$ cat src/rtl/btn_debounce_pkg.sv
// btn_debounce_pkg: state encoding and default timing constants for the button debouncer.
package btn_debounce_pkg;
  typedef enum logic [1:0] {
    S_IDLE       = 2'd0,
    S_CONF_PRESS = 2'd1,
    S_HELD       = 2'd2,
    S_CONF_REL   = 2'd3
  } state_e;
  localparam int DEF_STABLE_TICKS = 4;
  localparam int DEF_LONG_TICKS   = 50;
  localparam int DEF_REPEAT_TICKS = 10;
endpackage

$ cat src/rtl/btn_debounce_fsm_sync_2ff.sv
// sync_2ff: two-flop synchronizer for an asynchronous input, async active-high reset to 0.
module sync_2ff (
  input  logic clk,
  input  logic rst,
  input  logic d,
  output logic q
);
  logic [1:0] sync_q, sync_d;
  always_comb sync_d = {sync_q[0], d};
  always_ff @(posedge clk or posedge rst)
    if (rst) sync_q <= '0;
    else     sync_q <= sync_d;
  assign q = sync_q[1];
endmodule

$ cat src/rtl/btn_debounce_fsm.sv
// btn_debounce_fsm: tick-qualified push-button debouncer with press/release pulses.
// Optional auto-repeat while held is enabled by defining BTN_AUTO_REPEAT_EN.
module btn_debounce_fsm
  import btn_debounce_pkg::*;
#(
  parameter int STABLE_TICKS = DEF_STABLE_TICKS,
`ifdef BTN_AUTO_REPEAT_EN
  parameter int LONG_TICKS   = DEF_LONG_TICKS,
  parameter int REPEAT_TICKS = DEF_REPEAT_TICKS,
`endif
  parameter int CNT_W        = 8
) (
  input  logic       clk,
  input  logic       rst,
  input  logic       tick,
  input  logic       btn_raw,
  output logic       btn_level,
  output logic       press_pulse,
  output logic       release_pulse,
  output logic [1:0] state_o
);
  localparam logic [CNT_W-1:0] LAST = CNT_W'(STABLE_TICKS - 1);
  state_e           state_q, state_d;
  logic [CNT_W-1:0] cnt_q, cnt_d;
  logic             level_q, level_d, press_q, press_d, rel_q, rel_d;
  logic             btn_s;

  sync_2ff u_sync (.clk(clk), .rst(rst), .d(btn_raw), .q(btn_s));

`ifdef BTN_AUTO_REPEAT_EN
  localparam logic [CNT_W-1:0] LONG_V   = CNT_W'(LONG_TICKS);
  localparam logic [CNT_W-1:0] RELOAD_V = CNT_W'(LONG_TICKS - REPEAT_TICKS);
  logic [CNT_W-1:0] hold_q, hold_d, hold_inc;
  assign hold_inc = hold_q + 1'b1;
`endif

  always_comb begin
    state_d = state_q;
    cnt_d   = cnt_q;
    level_d = level_q;
    press_d = 1'b0;
    rel_d   = 1'b0;
`ifdef BTN_AUTO_REPEAT_EN
    hold_d  = hold_q;
`endif
    if (tick) begin
      case (state_q)
        S_IDLE:
          if (btn_s) begin
            state_d = S_CONF_PRESS;
            cnt_d   = CNT_W'(1);
          end
        S_CONF_PRESS:
          if (!btn_s) begin
            state_d = S_IDLE;
            cnt_d   = '0;
          end else if (cnt_q == LAST) begin
            state_d = S_HELD;
            cnt_d   = '0;
            level_d = 1'b1;
            press_d = 1'b1;
          end else cnt_d = cnt_q + 1'b1;
        S_HELD: begin
          if (!btn_s) begin
            state_d = S_CONF_REL;
            cnt_d   = CNT_W'(1);
          end
`ifdef BTN_AUTO_REPEAT_EN
          // Reloading to LONG-REPEAT spaces later pulses REPEAT_TICKS apart.
          hold_d  = !btn_s ? '0 : (hold_inc == LONG_V) ? RELOAD_V : hold_inc;
          press_d = btn_s && (hold_inc == LONG_V);
`endif
        end
        S_CONF_REL:
          if (btn_s) begin
            state_d = S_HELD;
            cnt_d   = '0;
          end else if (cnt_q == LAST) begin
            state_d = S_IDLE;
            cnt_d   = '0;
            level_d = 1'b0;
            rel_d   = 1'b1;
          end else cnt_d = cnt_q + 1'b1;
        default: ;
      endcase
    end
  end

  always_ff @(posedge clk or posedge rst)
    if (rst) begin
      state_q <= S_IDLE;
      cnt_q   <= '0;
      level_q <= 1'b0;
      press_q <= 1'b0;
      rel_q   <= 1'b0;
`ifdef BTN_AUTO_REPEAT_EN
      hold_q  <= '0;
`endif
    end else begin
      state_q <= state_d;
      cnt_q   <= cnt_d;
      level_q <= level_d;
      press_q <= press_d;
      rel_q   <= rel_d;
`ifdef BTN_AUTO_REPEAT_EN
      hold_q  <= hold_d;
`endif
    end

  assign btn_level     = level_q;
  assign press_pulse   = press_q;
  assign release_pulse = rel_q;
  assign state_o       = state_q;
endmodule

$ cat config.mk
export PLATFORM = sky130hd
export DESIGN_NAME = btn_debounce_fsm
export DESIGN_NICKNAME = d
export VERILOG_FILES = /design/src/rtl/btn_debounce_pkg.sv /design/src/rtl/btn_debounce_fsm_sync_2ff.sv /design/src/rtl/btn_debounce_fsm.sv
export SDC_FILE = /design/constraint.sdc
export NUM_CORES = 1
export LEC_CHECK = 0
export ABC_AREA = 1
export BUFFER_PORTS_ARGS = -buffer_cell sky130_fd_sc_hd__buf_2
export CAP_MARGIN = 30
export CORE_ASPECT_RATIO = 1.5
export CORE_UTILIZATION = 30
export CTS_CLUSTER_DIAMETER = 120
export DETAILED_ROUTE_END_ITERATION = 16
export HOLD_SLACK_MARGIN = 0.05
export PLACE_DENSITY = 0.57
export SLEW_MARGIN = 25
export SYNTH_ARGS = -nofsm -noshare
export SYNTH_HDL_FRONTEND = slang
export SYNTH_HIERARCHICAL = 1
export SYNTH_SLANG_ARGS = --single-unit
$ cat constraint.sdc
create_clock -name clk -period 1.4 [get_ports clk]
set_input_delay 0.14 -clock clk [delete_from_list [all_inputs] [get_ports clk]]
set_output_delay 0.14 -clock clk [all_outputs]
set_load 0.03 [all_outputs]
==> results.cfg, run 1 <==
[global_routing]
antenna_found_initial = 0
grt_pass1_vias = 812
grt_max_degree = 14
grt_first_pass_wirelength_um = 3320
grt_use_total = 0.146
grt-ovfl-total = 0

[final_layout]
seqCellArea_um2 = 375
multiInputGateArea_um2 = 439
final_nets = 139
nFillCells = 305
final_common_cell = nand2_1
drive_gt1_frac = 0.271
num_antenna_cells = 0
final_cell_mix = 35 x nand2_1, 15 x dfrtp_1, 14 x inv_1, 14 x nor2_1, 8 x buf_2
area_growth_pct = 17.7
instances_no_fill = 170

[cts]
cts_tree = yes
clk_pin_slew_ns = 0.06
htreeDepth = 1
clk_latency_ns = 0.25
cts_root_buf = clkbuf_8
numCtsBuffers = 3
clockBufferDepth = 2
cts_sinks = 15

[worst_setup_path]
rrSetupSlack_ns = 0.1
max_stage_delay_ns = 0.39
cp.arrival_ns = 1.45
cp.required_ns = 1.55
crit_path_start_kind = flop
worst-path-buf-inv = 0
cp_slowest_cell = dfrtp_1
crit_path_cell_trace = ha_2 > nand3_1 > nor2_2 > nand2_1 > nand2_1 > nand2_1 > nand2_1 > nand2_1
critPathKind = flop to flop
worst_path_most_repeated_cell = nand2_1
crit_path_end_kind = flop
crit_fanout = 4
cp_top_family = simple AND/OR/NAND/NOR gates

[route]
vias = 770
drtPass1Iterations = 4
wl_per_cell_um = 11.4
via_per_inst = 4.53
ant_nets = 0
met2_length_um = 1030
wirelength_met1_um = 829
drc = 0
wl_met3_um = 45
drt_iter0_drc = 21
highest_layer = met4
routed_wl_um = 1950

[sta]
fin_crit_sh = 0.930
tightest_slew_ns = 0.550
hold-worst-slack_ns = 0.257
setup_viol = 0
drv_slew = 0
rsz0062_at_grt = true
slew_headroom = 0.633
fin_skew_ns = 0.00185
fmax_mhz = 768
fin_crit_ns = 1.30
fin_ws_ns = 0.0974
final-hold-violation-count = 0

[placement]
place_ws_ns = 0.0818
routabilityCongestion = 0.744
place_hpwl_um = 1460
port_buffers = 8
dpl.cell_count = 163

[die]
num_io_pins = 9
fp.dieW_um = 46.7
rows = 23
die-area_um2 = 3220
core-area_um2 = 2760
die_h_um = 69.0
start_util = 0.325

[status]
outcome = completed

[synthesis]
syn_inst = 119
ys_ff_latch = 15
ys.warnings.count = 6
synth_cell_types = 19
netlist_area_um2 = 897
avgSynthCellArea_um2 = 7.54
seq_area_frac_synth = 0.418
synth_fp_nets = 124

[power]
peakVddDrop_mv = 1.17
p_leak_uw = 0.000578
p_per_area_nw_per_um2 = 1590

[min_path]
hp-class = primary input to flop

[flow_run]
maxCapViolCount = 0
cell families after synthesis:
| kind of cell | synth area share |
|---|---|
| xor gates and xnor gates | 0.00976 |
| DFF | 0.418 |
| AOI/OAI and AO/OA | 0.0363 |
| buffers and inverters | 0.100 |
| adders and majority gates | 0.0139 |
| and+or+nand+nor | 0.421 |
metrics by stage:
stage	power [µW]	setup TNS [ns]	instance area, µm²	utilization
after floorplan	1150	0	897	-
after global placement	1280	0	976	0.353
after detailed placement	1290	0	976	0.353
after CTS	1650	0	1040	0.377
after global routing	1780	-0.000203	1060	0.382
final	1680	0	1060	0.382
timing repair:
item | in CTS | in global routing
gates resized for setup | 0 | 3
setup endpoints to repair | 0 | 10
hold buffers | 2 | 0
hold endpoints to repair | 16 | 0
setup buffers | 0 | 1
where the power goes:
part | switching, µW | internal, µW
clock network | 161 | 202
logic | 476 | 240
registers | 89.5 | 514
total | 726 | 956
worst min-delay path: stages:
cell and delay [ns]:
buf_2 0.18, inv_1 0.09, nor3_1 0.06
registers in the layout (all words and copies together) (netlist names), named ones only:
signal and flops:
btn_level 1, press_pulse 1, cnt_q 8, state_o 1, release_pulse 1, u_sync/sync_q 2
per-layer routing:
metal  vias up  global-route usage
li1        389                   -
met1       364               0.159
met2        12               0.269
met3         5              0.0182
met4         0              0.0643
met5         -                   0
final timing paths:
path	startpoint	to	depth (start not counted)
max reg2reg	cnt_q[0]	btn_level	8
min reg2reg	u_sync/sync_q[0]	u_sync/sync_q[1]	0
min	tick	press_pulse	3
max	cnt_q[0]	btn_level	8
min in group asynchronous	rst	u_sync/sync_q[0]	3
max in group asynchronous	rst	cnt_q[3]	3
Yosys cell counts (all sizes together):
master,count,area [µm²]
inv,20,82.6
dfrtp,15,375
nor3,1,5.00
nor2,21,96.3
o21ai,2,10.0
nand3,6,30.0
buf,1,7.51
nand4,3,18.8
ha,1,12.5
xor2,1,8.76
nand2,45,228
o21bai,3,22.5
final cells by class:
class,count,share of cell area
timing repair buffer,11,0.0640
clock buffer,4,0.0427
inverter,20,0.0782
multi-input combinational,83,0.416
sequential,15,0.355
tap,37,0.0438
Note: power is estimated with default switching activity, not from simulation.
==> inputs of run 2 (changes only) <==
--- a/config.mk
+++ b/config.mk
@@ -8,12 +8,11 @@
 export ABC_AREA = 1
 export BUFFER_PORTS_ARGS = -buffer_cell sky130_fd_sc_hd__buf_2
 export CAP_MARGIN = 30
-export CORE_ASPECT_RATIO = 1.5
-export CORE_UTILIZATION = 30
+export CORE_UTILIZATION = 56
 export CTS_CLUSTER_DIAMETER = 120
 export DETAILED_ROUTE_END_ITERATION = 16
 export HOLD_SLACK_MARGIN = 0.05
-export PLACE_DENSITY = 0.57
+export PLACE_DENSITY = 0.87
 export SLEW_MARGIN = 25
 export SYNTH_ARGS = -nofsm -noshare
 export SYNTH_HDL_FRONTEND = slang
==> run 2 against run 1 <==
  * Worst setup slack better by 0.012 ns
  * Cell area down 2.4%
  * Critical path depth stayed put
  * Clock skew grew 0.0016 ns
  * Sequential power about the same
  * Total power fell by 4.2%
  * Final cell count down 11%
  * Register-to-register slack hardly changed
  * Via count rose by 3.6%
  * Count of clock-buffer cells in the layout is the same
  * Global-route usage is 9.7 points higher
  * Largest cell class unchanged
  * Largest power group unchanged
  * Highest routed layer unchanged
==> results.cfg, run 2 (synthesis gave the netlist of run 1 again) <==
[final_layout]
largest_reg_flops = 8
area_growth_pct = 14.9
drive_gt1_frac = 0.267
top_regs = cnt_q (8), u_sync/sync_q (2)
seqCellArea_um2 = 375
utilization = 0.684
num_antenna_cells = 0
final_cell_mix = 35 x nand2_1, 16 x nor2_1, 15 x dfrtp_1
nFillCells = 118
multiInputGateArea_um2 = 444
final_common_cell = nand2_1
final_nets = 141
top_register = cnt_q

[worst_setup_path]
worst_path_most_repeated_cell = nand2_1
crit_fanout = 7
cp_slowest_cell = dfrtp_1
crit_path_cell_trace = ha_4 > nand2_1 > nor2_1 > nand2_1 > nand2_4 > nand2_4 > nand2_1 > nand2_1
cp_top_family = simple AND/OR/NAND/NOR gates
crit_path_end_kind = flop
worst-path-buf-inv = 0
cp.required_ns = 1.57
crit_path_start_kind = flop
critPathKind = flop to flop
max_stage_delay_ns = 0.41
cp.arrival_ns = 1.46

[route]
wl_per_cell_um = 12.7
drt_iter0_drc = 29
ant_nets = 0
drc = 0
drtPass1Iterations = 4
via_per_inst = 5.28
vias = 798
routed_wl_um = 1920

[sta]
drv_slew = 0
fmax_mhz = 775
final-hold-violation-count = 0
hold-worst-slack_ns = 0.216
fin_crit_sh = 0.922
fin_ws_ns = 0.109
fin_crit_ns = 1.29
fin_skew_ns = 0.00347
tightest_slew_ns = 0.510
slew_headroom = 0.659
setup-tns-final_ns = 0
setup_viol = 0
rsz0062_at_grt = false

[min_path]
hp-class = primary input to flop

[die]
num_io_pins = 9
rows = 14
die-area_um2 = 1770
die_h_um = 42.0
start_util = 0.596
fp.dieW_um = 42.0
core-area_um2 = 1510

[power]
p_leak_uw = 0.000583
peakVddDrop_mv = 1.04
total_power_uw = 1610
p_per_area_nw_per_um2 = 1560

[global_routing]
antenna_found_initial = 0
grt_pass1_vias = 754
grt_max_degree = 14
grt-ovfl-total = 0
grt_first_pass_wirelength_um = 3190
grt_use_total = 0.243

[cts]
cts_sinks = 15
cts_tree = yes
numCtsBuffers = 3
clk_latency_ns = 0.28
htreeDepth = 1
cts_root_buf = clkbuf_4
clockBufferDepth = 2
clk_pin_slew_ns = 0.08

[status]
outcome = completed

[placement]
routabilityCongestion = 0.964
place_ws_ns = 0.0819
place_hpwl_um = 1340
port_buffers = 8

[flow_run]
maxCapViolCount = 0
[run 2: changes by cell type in the layout (fill, tap and decap cells not counted), sizes merged]
cell	before	now
buf	9	11
[run 2: cell type report]
type | instances | share of cell area
Clock buffer | 4 | 0.0255
Inverter | 20 | 0.0801
Multi-Input combinational cell | 83 | 0.431
Sequential cell | 15 | 0.364
Tap cell | 16 | 0.0194
Timing Repair Buffer | 13 | 0.0801
[run 2: metal layers]
layer | GRT usage | share of wire | up-vias
met1 | 0.309 | 0.40 | 379
li1 | - | - | 393
met2 | 0.394 | 0.53 | 24
met3 | 0.0819 | 0.065 | 2
met4 | 0.0750 | 0.0052 | 0
met5 | 0 | 0 | -
[run 2: worst paths after layout]
check                                  from               end  slack, ns  cells past startpoint
setup reg to reg                   cnt_q[0]        state_o[0]       0.11                      8
hold reg to reg            u_sync/sync_q[0]  u_sync/sync_q[1]       0.37                      0
hold / removal                         tick     release_pulse       0.22                      3
max in group asynchronous               rst         async pin       0.59                      3
min in group asynchronous               rst  u_sync/sync_q[1]       0.29                      3
setup / recovery                   cnt_q[0]        state_o[0]       0.11                      8
[run 2: timing repair]
item | CTS | global route
buffers inserted | 0 | 3
resized for setup | 0 | 2
hold endpoints to repair | 16 | 0
hold buffers | 2 | 0
endpoints found under the setup margin | 0 | 10
[run 2: metrics by stage]
| stage | instances | cell area, µm² |
|---|---|---|
| after detailed placement | 142 | 950 |
| after global routing | 151 | 1030 |
| after CTS | 148 | 996 |
| after global placement | 142 | 950 |
| after floorplan | 119 | 897 |
| final | 151 | 1030 |
[run 2: where the power goes]
part | leakage (µW) | switching, µW | total (µW) | internal (µW)
combinational | 0.000370 | 503 | 769 | 266
clock | 0.0000150 | 127 | 238 | 111
sequential | 0.000197 | 91.8 | 605 | 513
total | 0.000583 | 722 | 1610 | 890
[run 2: worst register-to-register path, delay by kind of cell, from the launching register on]
| family | cells | cell delay [ns] |
|---|---|---|
| simple gates | 7 | 0.59 |
| fa+ha+maj | 1 | 0.17 |
| flops | 1 | 0.41 |
==> inputs of run 3 (changes only) <==
--- a/config.mk
+++ b/config.mk
@@ -8,11 +8,11 @@
 export ABC_AREA = 1
 export BUFFER_PORTS_ARGS = -buffer_cell sky130_fd_sc_hd__buf_2
 export CAP_MARGIN = 30
-export CORE_UTILIZATION = 56
+export CORE_UTILIZATION = 60
 export CTS_CLUSTER_DIAMETER = 120
 export DETAILED_ROUTE_END_ITERATION = 16
 export HOLD_SLACK_MARGIN = 0.05
-export PLACE_DENSITY = 0.87
+export PLACE_DENSITY = 0.92
 export SLEW_MARGIN = 25
 export SYNTH_ARGS = -nofsm -noshare
 export SYNTH_HDL_FRONTEND = slang
==> constraint.sdc (replaced) <==
create_clock -name clk -period 1.51 [get_ports clk]
set_input_delay 0.151 -clock clk [delete_from_list [all_inputs] [get_ports clk]]
set_output_delay 0.151 -clock clk [all_outputs]
set_load 0.03 [all_outputs]
==> run 3 against run 2 <==
  * Worst setup slack better by 0.042 ns
  * Wire length down 11%
  * First-iteration DRC count up 10%
  * Final cell count down 2.6%
  * Sequential power down 8.6%
  * Die area down 6.4%
  * Clock skew about the same
  * Combinational power down 16%
  * Maximum frequency down 5.0%
  * Count of clock-buffer cells in the layout unchanged
  * Critical path depth unchanged
  * Critical path type unchanged
  * Largest power group unchanged
  * Highest routed layer unchanged
==> results.cfg, run 3 (synthesis gave the netlist of run 1 again) <==
[cts]
clk_pin_slew_ns = 0.09
cts_hold_buf = 2
clk_latency_ns = 0.29
cts_root_buf = clkbuf_4
numCtsBuffers = 3
cts_sinks = 15
htreeDepth = 1
cts-resized-gates = 0
clockBufferDepth = 2
cts_tree = yes
post_cts.repair.setup_buffers = 0

[route]
wl_per_cell_um = 11.6
vias = 752
drtPass1Iterations = 4
drc = 0
routed_wl_um = 1710
via_per_inst = 5.12
ant_nets = 0
drt_iter0_drc = 32

[global_routing]
grt_use_total = 0.257
grt_first_pass_wirelength_um = 2710
grt_pass1_vias = 657
antenna_found_initial = 0
grt_max_degree = 14
grt-ovfl-total = 0

[power]
p_per_area_nw_per_um2 = 1440
p_leak_uw = 0.000568
peakVddDrop_mv = 0.952
total_power_uw = 1430

[worst_setup_path]
worst_path_most_repeated_cell = nand2_1
crit_fanout = 4
crit_path_end_kind = flop
rrSetupSlack_ns = 0.15
cp.required_ns = 1.69
worst-path-buf-inv = 0
cp.arrival_ns = 1.54
reg2reg_to = btn_level
r2r_cells = 8
cp_top_family = simple AND/OR/NAND/NOR gates
max_stage_delay_ns = 0.39
crit_path_cell_trace = ha_1 > nand3_1 > nor2_1 > nand2_1 > nand2_1 > nand2_1 > nand2_1 > nand2_1
r2r-start = cnt_q[0]
crit_path_start_kind = flop
critPathKind = flop to flop
cp_slowest_cell = dfrtp_1

[sta]
fmax_mhz = 736
fin_skew_ns = 0.00302
fin_crit_ns = 1.36
fin_crit_sh = 0.900
slew_headroom = 0.653
setup-tns-final_ns = 0
tightest_slew_ns = 0.520
rsz0062_at_grt = false
drv_slew = 0
final-hold-violation-count = 0
setup_viol = 0

[final_layout]
area_growth_pct = 10.9
nFillCells = 104
num_antenna_cells = 0
final_cell_mix = 35 x nand2_1, 16 x nor2_1, 15 x dfrtp_1
top_regs = cnt_q (8), u_sync/sync_q (2)
final_nets = 138
largest_reg_flops = 8
final_common_cell = nand2_1
drive_gt1_frac = 0.242
fin_area_um2 = 995
top_register = cnt_q
instances_no_fill = 147

[placement]
postPlaceCellArea_um2 = 948
dpl.cell_count = 141
port_buffers = 8
place_hpwl_um = 1230
routabilityCongestion = 0.892

[status]
outcome = completed

[die]
fp.dieW_um = 40.7
die_h_um = 40.7
num_io_pins = 9
start_util = 0.665
rows = 13
die-area_um2 = 1650
core-area_um2 = 1350

[min_path]
min_to = release_pulse
min_path_cells = 3
min_from = tick
hp-class = primary input to flop

[flow_run]
maxCapViolCount = 0
-- run 3: cell count changes in the layout (fill, tap and decap cells not counted) --
cell / previous run / this run
buf_4: 3 / 0
ha_4: 1 / 0
ha_1: 0 / 1
-- run 3: worst max path at each step --
| stage | from | to | slack (ns) | cells past startpoint |
|---|---|---|---|---|
| floorplan | flop | flop | 0.21 | 9 |
| global placement | cnt_q[0] | flop | 0.24 | 8 |
| detailed placement | cnt_q[0] | cnt_q[7] | 0.20 | 8 |
| CTS | cnt_q[0] | btn_level | 0.16 | 8 |
| global route | cnt_q[0] | cnt_q[7] | 0.05 | 8 |
| finish | cnt_q[0] | btn_level | 0.15 | 8 |
-- run 3: routing by layer --
metal | track usage | share of wire
met5 | 0 | 0
met4 | 0.142 | 0.023
met3 | 0.0326 | 0.028
met2 | 0.429 | 0.48
met1 | 0.318 | 0.47
-- run 3: power by group --
part | switching [µW] | internal [µW] | total (µW)
clock | 127 | 103 | 230
sequential | 77.4 | 475 | 553
combinational | 443 | 203 | 646
-- run 3: layout make-up --
cell class | instances | area, µm² | area share
timing repair buffer | 10 | 60.1 | 0.0604
multi-input combinational | 83 | 432 | 0.434
tap | 15 | 18.8 | 0.0189
inverter | 20 | 82.6 | 0.0830
clock buffer | 4 | 26.3 | 0.0264
sequential | 15 | 375 | 0.377
-- run 3: metrics by stage --
step            util  setup WS, ns  hold slack [ns]
3_5_place_dp   0.703         0.204           0.0155
2_1_floorplan      -         0.208           -0.108
4_1_cts        0.737         0.158            0.206
5_1_grt        0.737        0.0543            0.208
6_report       0.737         0.151            0.206
3_3_place_gp   0.703         0.242          0.00951
-- run 3: tightest hold or removal path, cell delays in order --
cell,delay [ns]
buf_2,0.17
inv_1,0.09
nor2_1,0.05
